$ cat src/rtl/if_pc_redirect_if.sv
// Fetch-side bundle between the IF stage, the ID-stage branch compare and the IF/ID register.
// The core/bench drives through master; the PC/IF-ID block sits on slave.
interface if_pc_redirect_if #(
    parameter int unsigned N = 32
);
    logic         stall;
    logic         id_branch;
    logic         id_equal;
    logic [N-1:0] id_target;
    logic [31:0]  imem_instr;
    logic [N-1:0] pc_out;
    logic [N-1:0] ifid_pc;
    logic [31:0]  ifid_instr;
    logic         ifid_valid;
    logic         flush;
    logic [N-1:0] br_total;
    logic [N-1:0] br_taken;

    modport master (
        output stall, id_branch, id_equal, id_target, imem_instr,
        input  pc_out, ifid_pc, ifid_instr, ifid_valid, flush, br_total, br_taken
    );

    modport slave (
        input  stall, id_branch, id_equal, id_target, imem_instr,
        output pc_out, ifid_pc, ifid_instr, ifid_valid, flush, br_total, br_taken
    );
endinterface

$ cat src/rtl/if_pc_redirect.sv
// IF-stage PC and IF/ID register with predict-not-taken fetch and one-bubble branch redirect.
// Define BR_STATS_EN to build the saturating branch-resolved/branch-taken counters.
module if_pc_redirect #(
    parameter int unsigned   N        = 32,
    parameter logic [N-1:0]  RESET_PC = '0,
    parameter logic [31:0]   NOP      = 32'h0000_0013
) (
    input logic             clk,
    input logic             rst_n,
    if_pc_redirect_if.slave bus
);

    logic         taken;
    logic [N-1:0] pc_q, pc_d;
    logic [N-1:0] ifid_pc_q, ifid_pc_d;
    logic [31:0]  ifid_instr_q, ifid_instr_d;
    logic         ifid_valid_q, ifid_valid_d;

    assign taken = bus.id_branch & bus.id_equal;

    // Redirect wins over stall: the squashed slot would otherwise hold a wrong-path fetch.
    always_comb begin
        pc_d         = pc_q;
        ifid_pc_d    = ifid_pc_q;
        ifid_instr_d = ifid_instr_q;
        ifid_valid_d = ifid_valid_q;
        if (taken) begin
            pc_d         = {bus.id_target[N-1:2], 2'b00};
            ifid_pc_d    = '0;
            ifid_instr_d = NOP;
            ifid_valid_d = 1'b0;
        end else if (!bus.stall) begin
            pc_d         = pc_q + N'(4);
            ifid_pc_d    = pc_q;
            ifid_instr_d = bus.imem_instr;
            ifid_valid_d = 1'b1;
        end
    end

    always_ff @(posedge clk or negedge rst_n) begin
        if (!rst_n) begin
            pc_q         <= RESET_PC;
            ifid_pc_q    <= '0;
            ifid_instr_q <= NOP;
            ifid_valid_q <= 1'b0;
        end else begin
            pc_q         <= pc_d;
            ifid_pc_q    <= ifid_pc_d;
            ifid_instr_q <= ifid_instr_d;
            ifid_valid_q <= ifid_valid_d;
        end
    end

    assign bus.flush      = taken;
    assign bus.pc_out     = pc_q;
    assign bus.ifid_pc    = ifid_pc_q;
    assign bus.ifid_instr = ifid_instr_q;
    assign bus.ifid_valid = ifid_valid_q;

`ifdef BR_STATS_EN
    logic         count_br;
    logic [N-1:0] br_total_q, br_total_d;
    logic [N-1:0] br_taken_q, br_taken_d;

    // A stalled branch is re-presented next cycle, so count it only when it resolves.
    assign count_br = bus.id_branch & (~bus.stall | taken);

    always_comb begin
        br_total_d = br_total_q;
        br_taken_d = br_taken_q;
        if (count_br && (br_total_q != '1)) begin
            br_total_d = br_total_q + N'(1);
        end
        if (taken && (br_taken_q != '1)) begin
            br_taken_d = br_taken_q + N'(1);
        end
    end

    always_ff @(posedge clk or negedge rst_n) begin
        if (!rst_n) begin
            br_total_q <= '0;
            br_taken_q <= '0;
        end else begin
            br_total_q <= br_total_d;
            br_taken_q <= br_taken_d;
        end
    end

    assign bus.br_total = br_total_q;
    assign bus.br_taken = br_taken_q;
`else
    assign bus.br_total = '0;
    assign bus.br_taken = '0;
`endif

endmodule
$ cat src/flat_wrapper.sv
// flat-port wrapper written by rule: the top's interface ports become plain ports
module if_pc_redirect_flat 
#(
    parameter int unsigned   N        = 32,
    parameter logic [N-1:0]  RESET_PC = '0,
    parameter logic [31:0]   NOP      = 32'h0000_0013
)
  (clk, rst_n, bus_stall, bus_id_branch, bus_id_equal, bus_id_target, bus_imem_instr, bus_pc_out, bus_ifid_pc, bus_ifid_instr, bus_ifid_valid, bus_flush, bus_br_total, bus_br_taken);
  if_pc_redirect_if #(.N(N)) bus_i ();
  input logic clk;
  input logic rst_n;
  input wire logic [$bits(bus_i.stall)-1:0] bus_stall;
  input wire logic [$bits(bus_i.id_branch)-1:0] bus_id_branch;
  input wire logic [$bits(bus_i.id_equal)-1:0] bus_id_equal;
  input wire logic [$bits(bus_i.id_target)-1:0] bus_id_target;
  input wire logic [$bits(bus_i.imem_instr)-1:0] bus_imem_instr;
  output wire logic [$bits(bus_i.pc_out)-1:0] bus_pc_out;
  output wire logic [$bits(bus_i.ifid_pc)-1:0] bus_ifid_pc;
  output wire logic [$bits(bus_i.ifid_instr)-1:0] bus_ifid_instr;
  output wire logic [$bits(bus_i.ifid_valid)-1:0] bus_ifid_valid;
  output wire logic [$bits(bus_i.flush)-1:0] bus_flush;
  output wire logic [$bits(bus_i.br_total)-1:0] bus_br_total;
  output wire logic [$bits(bus_i.br_taken)-1:0] bus_br_taken;
  assign bus_i.stall = bus_stall;
  assign bus_i.id_branch = bus_id_branch;
  assign bus_i.id_equal = bus_id_equal;
  assign bus_i.id_target = bus_id_target;
  assign bus_i.imem_instr = bus_imem_instr;
  assign bus_pc_out = bus_i.pc_out;
  assign bus_ifid_pc = bus_i.ifid_pc;
  assign bus_ifid_instr = bus_i.ifid_instr;
  assign bus_ifid_valid = bus_i.ifid_valid;
  assign bus_flush = bus_i.flush;
  assign bus_br_total = bus_i.br_total;
  assign bus_br_taken = bus_i.br_taken;
  if_pc_redirect #(.N(N), .RESET_PC(RESET_PC), .NOP(NOP)) u_core (.clk(clk), .rst_n(rst_n), .bus(bus_i));
endmodule
$ cat config.mk
export PLATFORM = sky130hd
export DESIGN_NAME = if_pc_redirect_flat
export DESIGN_NICKNAME = d
export VERILOG_FILES = /design/src/rtl/if_pc_redirect_if.sv /design/src/rtl/if_pc_redirect.sv /design/src/flat_wrapper.sv
export SDC_FILE = /design/constraint.sdc
export NUM_CORES = 1
export LEC_CHECK = 0
export BUFFER_PORTS_ARGS = -buffer_cell sky130_fd_sc_hd__buf_2
export CORE_MARGIN = 2
export CORE_UTILIZATION = 35
export DETAILED_ROUTE_END_ITERATION = 8
export GPL_TIMING_DRIVEN = 0
export MAX_ROUTING_LAYER = met4
export PLACE_DENSITY = 0.65
export SETUP_SLACK_MARGIN = 0.5
export SYNTH_ARGS = -nofsm -noshare
export SYNTH_HDL_FRONTEND = slang
export SYNTH_SLANG_ARGS = --single-unit
$ cat constraint.sdc
create_clock -name clk -period 1.8 [get_ports clk]
set_clock_uncertainty 0.1 [all_clocks]
set_input_delay 0.09 -clock clk [delete_from_list [all_inputs] [get_ports clk]]
set_output_delay 0.09 -clock clk [all_outputs]
set_load 0.01 [all_outputs]
; Word-level counts from Yosys, hierarchy flattened
; Index checks and enable logic that the tools add are counted.
[word_totals]
ff_bits = 97
latch_bits = 0
ramBits = 0
rom_bits = 0
inputBits = 69
output_inout_bits = 162
word_cells = 15
mem_count = 0
[op_classes]
n_addsub = 1
mul = 0
n_div = 0
magnitude_cmp = 0
n_eq_ne = 1
n_shift = 0
muxes = 8
n_bitwise = 1
n_reduce_logical = 0
[op_table]
columns = operator, count
row1 = 32-bit two-way mux, 6
row2 = 32-bit by 3-bit adder with 32-bit output (second input constant), 1
row3 = 1-bit two-way mux, 2
row4 = 2-bit by 1-bit != test with 1-bit output (second input constant), 1
row5 = 1-bit bitwise AND, 1

; Logic depth before layout (Yosys ltp)
[logic_depth]
word_depth = 3
depth_mapped = 7

; Least setup slack after synthesis
; No wires, ideal clock.
[synth_timing]
kind = flip-flop to flip-flop
startpoint = reg u_core.pc_q[3], in the netlist u_core.bus.pc_out[3]
endpoint = reg u_core.pc_q[30], in the netlist u_core.bus.pc_out[30]
setup_time_ns = 0.082
t_arrival_ns = 1.684
setup_slack_ns = -0.066
stages_incl_launch_ff = 6
path_buffers = 0
synth_period_minus_slack_ns = 1.866
path_cell_list = dfrtp_1 -> ha_1 -> and4b_1 -> nand4_2 -> or4b_1 -> a31oi_1
[synth_via]
elab_chain_cells = 3
[synth_rtl]
columns = item, line
row1 = "start, declared", if_pc_redirect.sv:14  ; logic [N-1:0] pc_q, pc_d;
row2 = "start signal, assigned", if_pc_redirect.sv:47  ; pc_q <= pc_d;
row3 = 32-bit by 3-bit adder with 32-bit output, if_pc_redirect.sv:33  ; pc_d = pc_q + N'(4);
row4 = 32-bit two-way mux, if_pc_redirect.sv:32  ; end else if (!bus.stall) begin
row5 = 32-bit two-way mux, if_pc_redirect.sv:27  ; if (taken) begin
; Every way passes these cells. The select of a mux whose other input is x is not followed.
; A chain may end at the register's enable or synchronous reset.

; Worst setup path in the final report
[layout_timing]
startpoint = reg u_core.pc_q[2], in the netlist u_core.bus.pc_out[2]
endpoint = reg u_core.pc_q[30], in the netlist u_core.bus.pc_out[30]
; The elaborated chain is that of the path after synthesis.

==> flow_summary_export.csv <==
group,metric,value,unit
run_status,outcome,"finished, violations left",
run_status,violations,"negative setup slack",
worst_hold_path,holdPathEnd,"u_core.bus.ifid_pc[2]",
worst_setup_path,rr_startpoint,"u_core.bus.pc_out[2]",
cells_and_area,drive_gt1_share,39.7,%
logic_synthesis,yosysSeqAreaShare,49.2,%
floorplanning,dieWidth,121,µm
worst_setup_path,rrSetupSlack,-0.06,ns
power,ir_worst_vdd,0.375,mV
cts,htreeDepth,3,
routing,vias_per_cell,4.58,
global_routing,grt_max_degree,50,
power,pwr_density_cell,865,mW/mm²
floorplanning,rows,42,
worst_hold_path,hold_path_class,"input pin to register",
timing,drv_slew,0,
floorplanning,start_util,36.0,%
logic_synthesis,synth_cells,469,
global_routing,gr-usage-met3,2.87,%
global_routing,grt_pass1_wl,21.6,mm
global_routing,use_met1,23.5,%
routing,ant_nets,0,
worst_hold_path,hold_start,"bus_stall",
timing,setup_ws,-0.0579,ns
worst_hold_path,holdPathStages,4,
global_routing,grt.overflow.total,0,
place,place_ws,-0.236,ns
routing,route.vias.total,4470,
timing,fin_crit,1.86,ns
logic_synthesis,avgSynthCellArea,10.2,µm²
timing,setup_viol,5,
cells_and_area,seq_area,0.00237,mm²
timing,finalCritPeriodShare,103,%
cells_and_area,multi_input_area,0.00212,mm²
worst_setup_path,endpoint_kind,"register",
timing,hold_viol,0,
logic_synthesis,synth-edff-count,0,
place,post-dp-hpwl,9.49,mm
cts,cts_buffers,9,
cts,cts_max_path_buffers,2,
routing,drc_errors,0,
global_routing,grtUsageTotal,19.1,%
global_routing,grt_most_used_layer,"met2",
worst_setup_path,reg2reg_depth,5,
timing,relSlewSlack,51.8,%
cells_and_area,fin_nets,866,
global_routing,met2_usage,31.4,%
logic_synthesis,syn_area,0.00479,mm²
cells_and_area,finalNonFillerCells,977,
floorplanning,fp.dieH,121,µm
place,place_congestion,0.852,
cts,cts_sinks,94,
cts,cts_tree,"done",
timing,grt_setup_unrepaired,"yes",
worst_setup_path,crit_required,1.96,ns
worst_setup_path,path_max_fanout,5,
logic_synthesis,yosys_register_bits,94,
routing,wl_per_cell,14.1,µm
cells_and_area,n_fill_cell,1187,
timing,worstMarginPinSlew,0.723,ns
global_routing,antenna_found_initial,0,
cts,clk_latency,0.34,ns
cts,clk_pin_slew,0.07,ns
floorplanning,ios,231,
flow_run,cap_violations,0,
global_routing,grt_pass1_vias,4461,
timing,fmax,0.538,GHz
power,power,6380,µW
cts,root_buffer,"clkbuf_16",
logic_synthesis,yosysUniqueCellTypes,37,
worst_setup_path,arrival,2.02,ns
cells_and_area,diodes,0,
floorplanning,die_area,0.0146,mm²
cells_and_area,layout-area-overhead-vs-synth,54.2,%
logic_synthesis,async_flop_share,100,%
logic_synthesis,synthFlopType,"dfrtp_1",
routing,drtIter0Drc,183,
floorplanning,core,0.0133,mm²
place,dpl.cell_count,872,
routing,dr.pass1.iters,4,
power,leakagePower,0.00387,µW
place,port_buffers,161,
worst_setup_path,worstSetupPathType,"register to register",
routing,finalWirelength,13.7,mm
worst_setup_path,crit_path_start_kind,"register",
worst_setup_path,reg2reg_to,"u_core.bus.pc_out[30]",
logic_synthesis,ys_warn_count,0,
## worst max-delay path, cell delays in order (launching register included)
cell     delay (ns)
dfrtp_1        0.39
ha_2           0.20
and4b_2        0.27
nand4_4        0.16
or4b_1         0.51
a31oi_1        0.15
## power breakdown
group          internal, µW  switching, µW  total [µW]  leakage (µW)
logic                   826            853        1680       0.00257
registers              2410            250        2660       0.00114
clock network          1250            790        2040      0.000157
total                  4490           1890        6380       0.00387
## state kept, by name (all words and copies together), names as in the netlist
name	flops
u_core.bus.ifid_pc	31
u_core.bus.ifid_valid	1
u_core.bus.ifid_instr	32
u_core.bus.pc_out	30
## cells by family after synthesis
logic type / after synthesis / synth area share (%)
buffers and inverters: 97 / 13.3
adder cells (fa/ha/maj): 1 / 0.261
AO/OA/AOI/OAI: 48 / 6.12
other: 1 / 0.0784
flip-flops: 94 / 49.2
multiplexers: 62 / 13.0
XOR/XNOR: 13 / 2.38
AND/OR/NAND/NOR: 153 / 15.7
## per-stage QoR
step	hold slack [ns]	utilization [%]	area (µm²)	setup TNS, ns
after floorplan	-0.306	-	5100	-0.0677
final	0.130	55.5	7380	-0.105
after global placement	0.199	46.1	6120	-37.74
after detailed placement	0.0424	46.3	6150	-1.47
after global routing	0.159	55.5	7380	-1.35
after CTS	0.170	55.1	7330	-0.127
## Yosys cell counts, drive strengths merged (2+ instances only)
master | count | area [µm²]
dfrtp | 91 | 2280
buf | 81 | 576
nor2 | 77 | 289
mux2i | 62 | 621
nand2 | 25 | 93.8
o21ai | 19 | 95.1
a31oi | 15 | 93.8
clkbuf | 13 | 48.8
nand4 | 12 | 96.3
xor2 | 10 | 87.6
nand3 | 8 | 40.0
o31ai | 8 | 60.1
or4 | 8 | 60.1
or3 | 7 | 43.8
and4 | 6 | 52.6
a21oi | 3 | 15.0
dfstp | 3 | 78.8
inv | 3 | 11.3
xnor2 | 3 | 26.3
and3 | 2 | 12.5
and4b | 2 | 20.0
nor2b | 2 | 12.5
## worst max-delay path by stage
stage	from	endpoint
after CTS	u_core.bus.pc_out[3]	u_core.bus.pc_out[30]
after floorplan	u_core.bus.pc_out[2]	u_core.bus.pc_out[30]
after detailed placement	u_core.bus.pc_out[2]	u_core.bus.pc_out[30]
after global routing	u_core.bus.pc_out[22]	u_core.bus.pc_out[30]
final	u_core.bus.pc_out[2]	u_core.bus.pc_out[30]
after global placement	rst_n	u_core.bus.pc_out[19]
## layout by cell type (no fill, tap or decap), types with 2 or more instances in the layout
cell           count
a21oi_1            3
a31oi_1           15
and3_1             2
and4_1             4
and4_4             2
buf_1              2
buf_2            164
buf_4             91
buf_6              9
bufinv_16          2
clkbuf_1          10
clkbuf_16          9
clkbuf_2           6
clkbuf_8           2
clkinv_2           2
conb_1            66
dfrtp_1           80
dfrtp_2           11
dfstp_2            3
dlygate4sd3_1     63
inv_1              2
mux2i_1           62
nand2_1           23
nand2_2            2
nand3_1            5
nand3_2            2
nand4_1           10
nand4_4            2
nor2_1            77
o21ai_0            8
o21ai_1           11
o31ai_1            6
o31ai_2            2
or3_1              7
or4_1              8
xnor2_2            2
xor2_1            10
## layout make-up
| type | instances | share of cell area (%) |
|---|---|---|
| clock inverter | 4 | 0.949 |
| clock buffer | 12 | 3.34 |
| multi-input combinational | 343 | 28.7 |
| buffer | 94 | 9.00 |
| sequential | 94 | 32.1 |
| tap | 176 | 2.98 |
| inverter | 3 | 0.153 |
| timing repair buffer | 251 | 22.8 |
## timing repair
| action | in CTS | in global routing |
|---|---|---|
| gates cloned | 1 | 0 |
| pin swaps | 23 | 16 |
| hold buffers | 63 | 0 |
| setup endpoints to repair | 58 | 82 |
| setup buffers | 21 | 4 |
| endpoints found under the hold margin | 104 | 0 |
| gates resized for setup | 20 | 13 |
## routing by layer
| metal | part of all wire [%] | routed length (µm) |
|---|---|---|
| met4 | 2.6 | 363 |
| met1 | 42 | 5830 |
| met3 | 5.6 | 772 |
| met5 | 0 | 0 |
| met2 | 49 | 6780 |
(Power assumes the default switching activity.)
